### src/rtl/lcd_reg_dma.sv
// LCD register bank with STAT interrupt edge detector and OAM DMA sequencer.
// Register reads are combinational; writes land on the clock edge; each DMA byte takes 2 cycles.
// No backpressure: memory answers one cycle after each read request, and OAM accepts every write.
module lcd_reg_dma #(
    parameter logic [15:0] BASE_ADDR = 16'hFF40,
    parameter int          DMA_LEN   = 160,
    parameter logic [7:0]  LCDC_RST  = 8'h91,
    parameter logic [7:0]  BGP_RST   = 8'hFC,
    parameter logic [7:0]  OBP_RST   = 8'hFF
) (
    input  logic        clock,
    input  logic        reset,
    input  logic [15:0] cpu_addr,
    input  logic [7:0]  cpu_wdata,
    input  logic        cpu_nwrite,
    input  logic        cpu_nread,
    output logic [7:0]  cpu_rdata,
    output logic        cpu_rsel,
    input  logic [7:0]  ly_coord,
    input  logic [1:0]  ppu_mode,
    output logic [7:0]  lcdc,
    output logic [7:0]  scy,
    output logic [7:0]  scx,
    output logic [7:0]  lyc,
    output logic [7:0]  wy,
    output logic [7:0]  wx,
    output logic [7:0]  bgp,
    output logic [7:0]  obp0,
    output logic [7:0]  obp1,
    output logic        stat_irq,
    output logic [15:0] dma_addr,
    output logic        dma_nread,
    input  logic [7:0]  dma_rdata,
    output logic [7:0]  oam_addr,
    output logic [7:0]  oam_wdata,
    output logic        oam_we,
    output logic        dma_busy
);

    typedef enum logic [1:0] {IDLE, RD, WR} dma_state_t;

    localparam logic [7:0] LAST_IDX = 8'(DMA_LEN - 1);

    logic [7:0] lcdc_q, lcdc_d, scy_q, scy_d, scx_q, scx_d, lyc_q, lyc_d;
    logic [7:0] dma_q, dma_d, bgp_q, bgp_d, obp0_q, obp0_d, obp1_q, obp1_d;
    logic [7:0] wy_q, wy_d, wx_q, wx_d;
    logic [3:0] en_q, en_d;
    logic       stat_prev_q, stat_prev_d;
    dma_state_t state_q, state_d;
    logic [7:0] idx_q, idx_d;

    // Subtracting the base keeps the window check correct even if it sits near 16'hFFFF.
    logic [15:0] offset;
    logic        in_range, wr_hit, dma_start, lyc_eq, stat_line;
    logic [3:0]  reg_sel;

    assign offset    = cpu_addr - BASE_ADDR;
    assign in_range  = (offset < 16'd12);
    assign reg_sel   = offset[3:0];
    assign wr_hit    = ~cpu_nwrite & in_range;
    assign dma_start = wr_hit && (reg_sel == 4'd6);
    assign cpu_rsel  = ~cpu_nread & in_range;

    assign lyc_eq    = (ly_coord == lyc_q);
    assign stat_line = (en_q[3] & lyc_eq) | (en_q[2] & (ppu_mode == 2'd2)) |
                       (en_q[1] & (ppu_mode == 2'd1)) | (en_q[0] & (ppu_mode == 2'd0));
    // Rising edge of the combined condition only; masked while reset holds stat_prev low.
    assign stat_irq  = stat_line & ~stat_prev_q & ~reset;

    // CPU register writes; LY (offset 4) has no storage and ignores writes.
    always_comb begin
        lcdc_d = lcdc_q; scy_d = scy_q; scx_d = scx_q; lyc_d = lyc_q;
        dma_d  = dma_q;  bgp_d = bgp_q; obp0_d = obp0_q; obp1_d = obp1_q;
        wy_d   = wy_q;   wx_d  = wx_q;  en_d = en_q;
        stat_prev_d = stat_line;
        if (wr_hit) begin
            case (reg_sel)
                4'd0:    lcdc_d = cpu_wdata;
                4'd1:    en_d   = cpu_wdata[6:3];
                4'd2:    scy_d  = cpu_wdata;
                4'd3:    scx_d  = cpu_wdata;
                4'd5:    lyc_d  = cpu_wdata;
                4'd6:    dma_d  = cpu_wdata;
                4'd7:    bgp_d  = cpu_wdata;
                4'd8:    obp0_d = cpu_wdata;
                4'd9:    obp1_d = cpu_wdata;
                4'd10:   wy_d   = cpu_wdata;
                4'd11:   wx_d   = cpu_wdata;
                default: ;
            endcase
        end
    end

    // Combinational read mux; anything not selected floats high like an open bus.
    always_comb begin
        cpu_rdata = 8'hFF;
        if (cpu_rsel) begin
            case (reg_sel)
                4'd0:    cpu_rdata = lcdc_q;
                4'd1:    cpu_rdata = {1'b1, en_q, lyc_eq, ppu_mode};
                4'd2:    cpu_rdata = scy_q;
                4'd3:    cpu_rdata = scx_q;
                4'd4:    cpu_rdata = ly_coord;
                4'd5:    cpu_rdata = lyc_q;
                4'd6:    cpu_rdata = dma_q;
                4'd7:    cpu_rdata = bgp_q;
                4'd8:    cpu_rdata = obp0_q;
                4'd9:    cpu_rdata = obp1_q;
                4'd10:   cpu_rdata = wy_q;
                4'd11:   cpu_rdata = wx_q;
                default: cpu_rdata = 8'hFF;
            endcase
        end
    end

    // DMA sequencer: RD issues the memory read, WR commits the returned byte to OAM.
    // A new DMA write overrides everything, including the final WR, and kills the in-flight byte.
    always_comb begin
        state_d   = state_q;
        idx_d     = idx_q;
        dma_nread = 1'b1;
        dma_addr  = 16'h0000;
        oam_we    = 1'b0;
        oam_wdata = 8'h00;
        case (state_q)
            RD: begin
                dma_nread = 1'b0;
                dma_addr  = {dma_q, idx_q};
                state_d   = WR;
            end
            WR: begin
                oam_we    = ~dma_start;
                oam_wdata = dma_rdata;
                if (idx_q == LAST_IDX) begin
                    idx_d   = 8'h00;
                    state_d = IDLE;
                end else begin
                    idx_d   = idx_q + 8'h01;
                    state_d = RD;
                end
            end
            default: ;
        endcase
        if (dma_start) begin
            idx_d   = 8'h00;
            state_d = RD;
        end
    end

    assign oam_addr = idx_q;
    assign dma_busy = (state_q != IDLE);

    // State registers with asynchronous reset; reset also aborts any transfer.
    always_ff @(posedge clock or posedge reset) begin
        if (reset) begin
            lcdc_q <= LCDC_RST; bgp_q <= BGP_RST; obp0_q <= OBP_RST; obp1_q <= OBP_RST;
            scy_q <= 8'h00; scx_q <= 8'h00; lyc_q <= 8'h00; dma_q <= 8'h00;
            wy_q <= 8'h00; wx_q <= 8'h00; en_q <= 4'h0;
            stat_prev_q <= 1'b0;
            state_q <= IDLE;
            idx_q <= 8'h00;
        end else begin
            lcdc_q <= lcdc_d; bgp_q <= bgp_d; obp0_q <= obp0_d; obp1_q <= obp1_d;
            scy_q <= scy_d; scx_q <= scx_d; lyc_q <= lyc_d; dma_q <= dma_d;
            wy_q <= wy_d; wx_q <= wx_d; en_q <= en_d;
            stat_prev_q <= stat_prev_d;
            state_q <= state_d;
            idx_q <= idx_d;
        end
    end

    assign lcdc = lcdc_q; assign scy = scy_q; assign scx = scx_q; assign lyc = lyc_q;
    assign wy = wy_q; assign wx = wx_q; assign bgp = bgp_q;
    assign obp0 = obp0_q; assign obp1 = obp1_q;

endmodule

### config.mk
export PLATFORM = sky130hd
export DESIGN_NAME = lcd_reg_dma
export DESIGN_NICKNAME = d
export VERILOG_FILES = /design/src/rtl/lcd_reg_dma.sv
export SDC_FILE = /design/constraint.sdc
export NUM_CORES = 1
export LEC_CHECK = 0
export CORE_ASPECT_RATIO = 1.25
export CORE_MARGIN = 2
export CORE_UTILIZATION = 45
export CTS_BUF_LIST = sky130_fd_sc_hd__clkbuf_4
export DETAILED_ROUTE_END_ITERATION = 12
export HOLD_SLACK_MARGIN = 0.08
export PLACE_DENSITY = 0.83
export SYNTH_ARGS = -nofsm -noshare
export SYNTH_HDL_FRONTEND = slang
export SYNTH_SLANG_ARGS = --single-unit
### constraint.sdc
create_clock -name clock -period 2.8 [get_ports clock]
set_clock_uncertainty 0.1 [all_clocks]
set_input_delay 0.42 -clock clock [delete_from_list [all_inputs] [get_ports clock]]
set_output_delay 0.42 -clock clock [all_outputs]
set_load 0.03 [all_outputs]
==> insert_results.sql <==
INSERT INTO impl_metrics (metric_group, metric, value, unit) VALUES
('power', 'switching_share', '34.7', '%'),
('power', 'powerDensity', '451', 'nW/um^2'),
('finish', 'final_net_count', '683', ''),
('sta', 'rsz0062_at_grt', 'no', ''),
('setup_path', 'crit_chain', 'dlygate4sd2_1 > or4b_4 > a221o_2 > nor2_2 > buf_6 > buf_12 > o211ai_1 > buf_4', ''),
('floorplan', 'die_area', '13100', 'um^2'),
('sta', 'timing.setup.tns', '0', 'ns'),
('floorplan', 'core_area', '12000', 'um^2'),
('setup_path', 'start_kind', 'input port', ''),
('setup_path', 'critPathCaptureType', 'output pin', ''),
('sta', 'timing.final.ws_setup', '0.0686', 'ns'),
('sta', 'post_route_worst_hold_slack', '0.339', 'ns'),
('routing', 'number_of_design_rule_violations_left_after_detail_routing', '0', ''),
('sta', 'worst_slew_slack_as_a_fraction_of_its_limit', '60.2', '%'),
('worst_hold_path', 'class_of_the_worst_hold_path', 'input port to async pin', ''),
('clock_tree', 'cts_made_buffers', '9', ''),
('power', 'worst_ir_drop_vdd', '0.670', 'mV'),
('synthesis', 'yosys.cell_types.count', '58', ''),
('routing', 'detail_route.vias_per_cell', '5.76', ''),
('setup_path', 'worstPathMaxFanout', '5', ''),
('power', 'power.share.combinational', '32.1', '%'),
('routing', 'antenna_left', '0', ''),
('setup_path', 'data_arrival_critical_path', '2.21', 'ns'),
('finish', 'layout-drive-gt1-share', '33.5', '%'),
('synthesis', 'synthesis.area', '5510', 'um^2'),
('sta', 'slew_viol_final', '0', ''),
('floorplan', 'die_boundary_width', '103', 'um'),
('outcome', 'status', 'finished clean', ''),
('power', 'clock_power_share', '24.5', '%'),
('sta', 'setup-violations-final', '0', ''),
('placed_design', 'gp_routability_congestion', '0.890', ''),
('sta', 'transition_at_the_pin_with_the_smallest_max_transition_slack', '0.592', 'ns'),
('routing', 'routed_wirelength', '17200', 'um'),
('grt', 'grt.total_usage', '26.6', '%'),
('sta', 'final_cycle_utilization_of_the_critical_path', '97.6', '%'),
('clock_tree', 'tritoncts', 'done', ''),
('power', 'cellLeakagePower', '3.60', 'nW'),
('synthesis', 'yosys_most_used_dff', 'sky130_fd_sc_hd__dfrtp_1', ''),
('placed_design', 'place_worst_setup_slack', '-0.363', 'ns'),
('synthesis', 'syn-mean-instance-area', '12.0', 'um^2'),
('floorplan', 'floorplan.rows', '45', ''),
('setup_path', 'crit_required', '2.28', 'ns'),
('clock_tree', 'cts-root-to-sink-buffers', '2', ''),
('synthesis', 'edff_count_synth', '0', ''),
('power', 'power.net_switching', '1.21', 'mW'),
('sta', 'final_period_minus_worst_setup_slack', '2.73', 'ns'),
('grt', 'number_of_global_route_vias_before_repair', '4779', ''),
('finish', 'fillerInstances', '956', ''),
('grt', 'grt_max_degree', '96', ''),
('sta', 'final-hold-violation-count', '0', ''),
('finish', 'highest_count_cells_in_the_layout_ignoring_fill_and_taps', 'sky130_fd_sc_hd__clkdlybuf4s50_1, sky130_fd_sc_hd__mux2_4, sky130_fd_sc_hd__dfrtp_1, sky130_fd_sc_hd__buf_4, sky130_fd_sc_hd__dfstp_2', ''),
('finish', 'multiInputGateArea', '2910', 'um^2'),
('sta', 'achievable-frequency', '366', 'MHz'),
('clock_tree', 'clock_tree.htree_level_count', '3', ''),
('clock_tree', 'cts_num_sinks', '95', ''),
('synthesis', 'ys_async_sr_fraction', '100', '%'),
('finish', 'final_core_util', '63.9', '%'),
('grt', 'grt_pass1_wl', '26400', 'um'),
('finish', 'leading_cell_type_in_the_layout_fill_and_taps_excluded', 'sky130_fd_sc_hd__clkdlybuf4s50_1', ''),
('clock_tree', 'cts.clk_slew.worst_paths', '0.14', 'ns'),
('finish', 'final_design_area_no_fill', '7700', 'um^2'),
('clock_tree', 'cts_stage_hold_buffer_count', '0', ''),
('routing', 'drt_first_pass_iters', '7', ''),
('synthesis', 'synth-seq-cells', '95', ''),
('finish', 'area_delta_synth_final', '39.8', '%'),
('clock_tree', 'cts_root_buf', 'sky130_fd_sc_hd__clkbuf_4', ''),
('setup_path', 'path_delay_family', 'simple AND/OR/NAND/NOR gates', ''),
('floorplan', 'dieHeight', '128', 'um'),
('setup_path', 'cell_with_the_biggest_individual_delay_on_the_critical_path', 'sky130_fd_sc_hd__or4b_4', ''),
('flow_run', 'cap_violations', '0', ''),
('placed_design', 'placed_cell_area', '7390', 'um^2');
==> flip-flops by register name, indices dropped and copies added (netlist names), 2 cells and up <==
signal    count
bgp           8
obp0          8
lcdc          8
obp1          8
wx            8
lyc           8
wy            8
en_q          4
dma_q         8
scy           8
state_q       2
scx           8
oam_addr      8
==> final cells by class <==
cell class / count / share of cell area, %
Clock inverter: 6 / 1.10
Inverter: 9 / 0.487
Timing Repair Buffer: 203 / 25.7
Clock buffer: 10 / 0.975
Tap cell: 164 / 2.66
Multi-Input combinational cell: 315 / 37.8
Sequential cell: 95 / 31.3
Antenna cell: 1 / 0.0325
==> worst min-delay path: stages <==
cell	delay, ns
sky130_fd_sc_hd__clkdlybuf4s50_1	0.46
sky130_fd_sc_hd__clkinvlp_4	0.11
sky130_fd_sc_hd__buf_12	0.38
==> synthesized netlist by cell type, types with 3 or more instances <==
cell	n	area (um^2)
sky130_fd_sc_hd__nor2b_1	8	50.1
sky130_fd_sc_hd__ha_1	4	50.1
sky130_fd_sc_hd__and3_1	3	18.8
sky130_fd_sc_hd__nor4_1	5	31.3
sky130_fd_sc_hd__inv_1	8	30.0
sky130_fd_sc_hd__mux2_2	21	236
sky130_fd_sc_hd__buf_6	10	113
sky130_fd_sc_hd__mux2_4	72	1080
sky130_fd_sc_hd__nand3_1	16	80.1
sky130_fd_sc_hd__o22ai_1	3	18.8
sky130_fd_sc_hd__xor2_1	3	26.3
sky130_fd_sc_hd__clkbuf_1	23	86.3
sky130_fd_sc_hd__dfrtp_1	70	1750
sky130_fd_sc_hd__and2_1	24	150
sky130_fd_sc_hd__xnor2_1	8	70.1
sky130_fd_sc_hd__a22oi_1	8	60.1
sky130_fd_sc_hd__a221o_1	3	30.0
sky130_fd_sc_hd__or2_2	3	18.8
sky130_fd_sc_hd__or4_4	9	101
sky130_fd_sc_hd__nand2_1	20	75.1
sky130_fd_sc_hd__dfstp_2	25	657
sky130_fd_sc_hd__nor2_1	20	75.1
sky130_fd_sc_hd__buf_1	6	22.5
sky130_fd_sc_hd__mux2i_1	18	180
sky130_fd_sc_hd__a21oi_1	7	35.0
sky130_fd_sc_hd__nand4_1	10	62.6
sky130_fd_sc_hd__o21ai_0	12	60.1
==> power by group through the flow <==
| stage | logic [mW] | registers, mW | clock network, mW |
|---|---|---|---|
| floorplan | 0.559 | 1.59 | 0 |
| global placement | 1.08 | 1.52 | 0 |
| detailed placement | 1.12 | 1.53 | 0 |
| CTS | 1.12 | 1.51 | 0.861 |
| global route | 1.19 | 1.52 | 0.926 |
| finish | 1.12 | 1.51 | 0.852 |
==> logic make-up after synthesis <==
| kind of cell | share of synthesized area [%] |
|---|---|
| XOR/XNOR | 1.75 |
| flip-flops | 43.7 |
| multiplexers | 27.6 |
| buffers and inverters | 4.81 |
| AND/OR/NAND/NOR | 13.4 |
| AO/OA/AOI/OAI | 7.84 |
| adder cells (fa/ha/maj) | 0.909 |
==> layer usage <==
layer	global-route usage (%)	vias up	part of all wire, %
li1	-	2021	-
met1	33.4	2279	39
met2	44.1	269	49
met3	5.78	60	8.1
met4	11.2	0	3.9
met5	0	-	0
==> worst paths after layout <==
path                             start      endpoint  slack [ns]  cells past startpoint
setup / recovery           cpu_addr[5]  cpu_rdata[1]        0.07                      8
hold / removal                   reset   stat_prev_q        0.34                      3
setup reg to reg           oam_addr[1]   oam_addr[7]        0.79                      5
hold reg to reg               dma_q[2]      dma_q[2]        0.44                      1
max in group asynchronous        reset        bgp[7]        1.80                      3
min in group clock            dma_q[2]      dma_q[2]        0.44                      1
==> repair_timing <==
action,4_1_cts,5_1_grt
pin swaps,7,4
hold endpoints to repair,0,0
setup endpoints to repair,22,20
gates resized for setup,34,19
gates cloned,1,0
buffers inserted,5,0
==> through the flow <==
step	std cells	power, mW
after floorplan	460	2.15
after global placement	780	2.61
after detailed placement	780	2.65
after CTS	802	3.48
after global routing	803	3.64
final	803	3.48
Note: power is estimated with default switching activity, not from simulation.
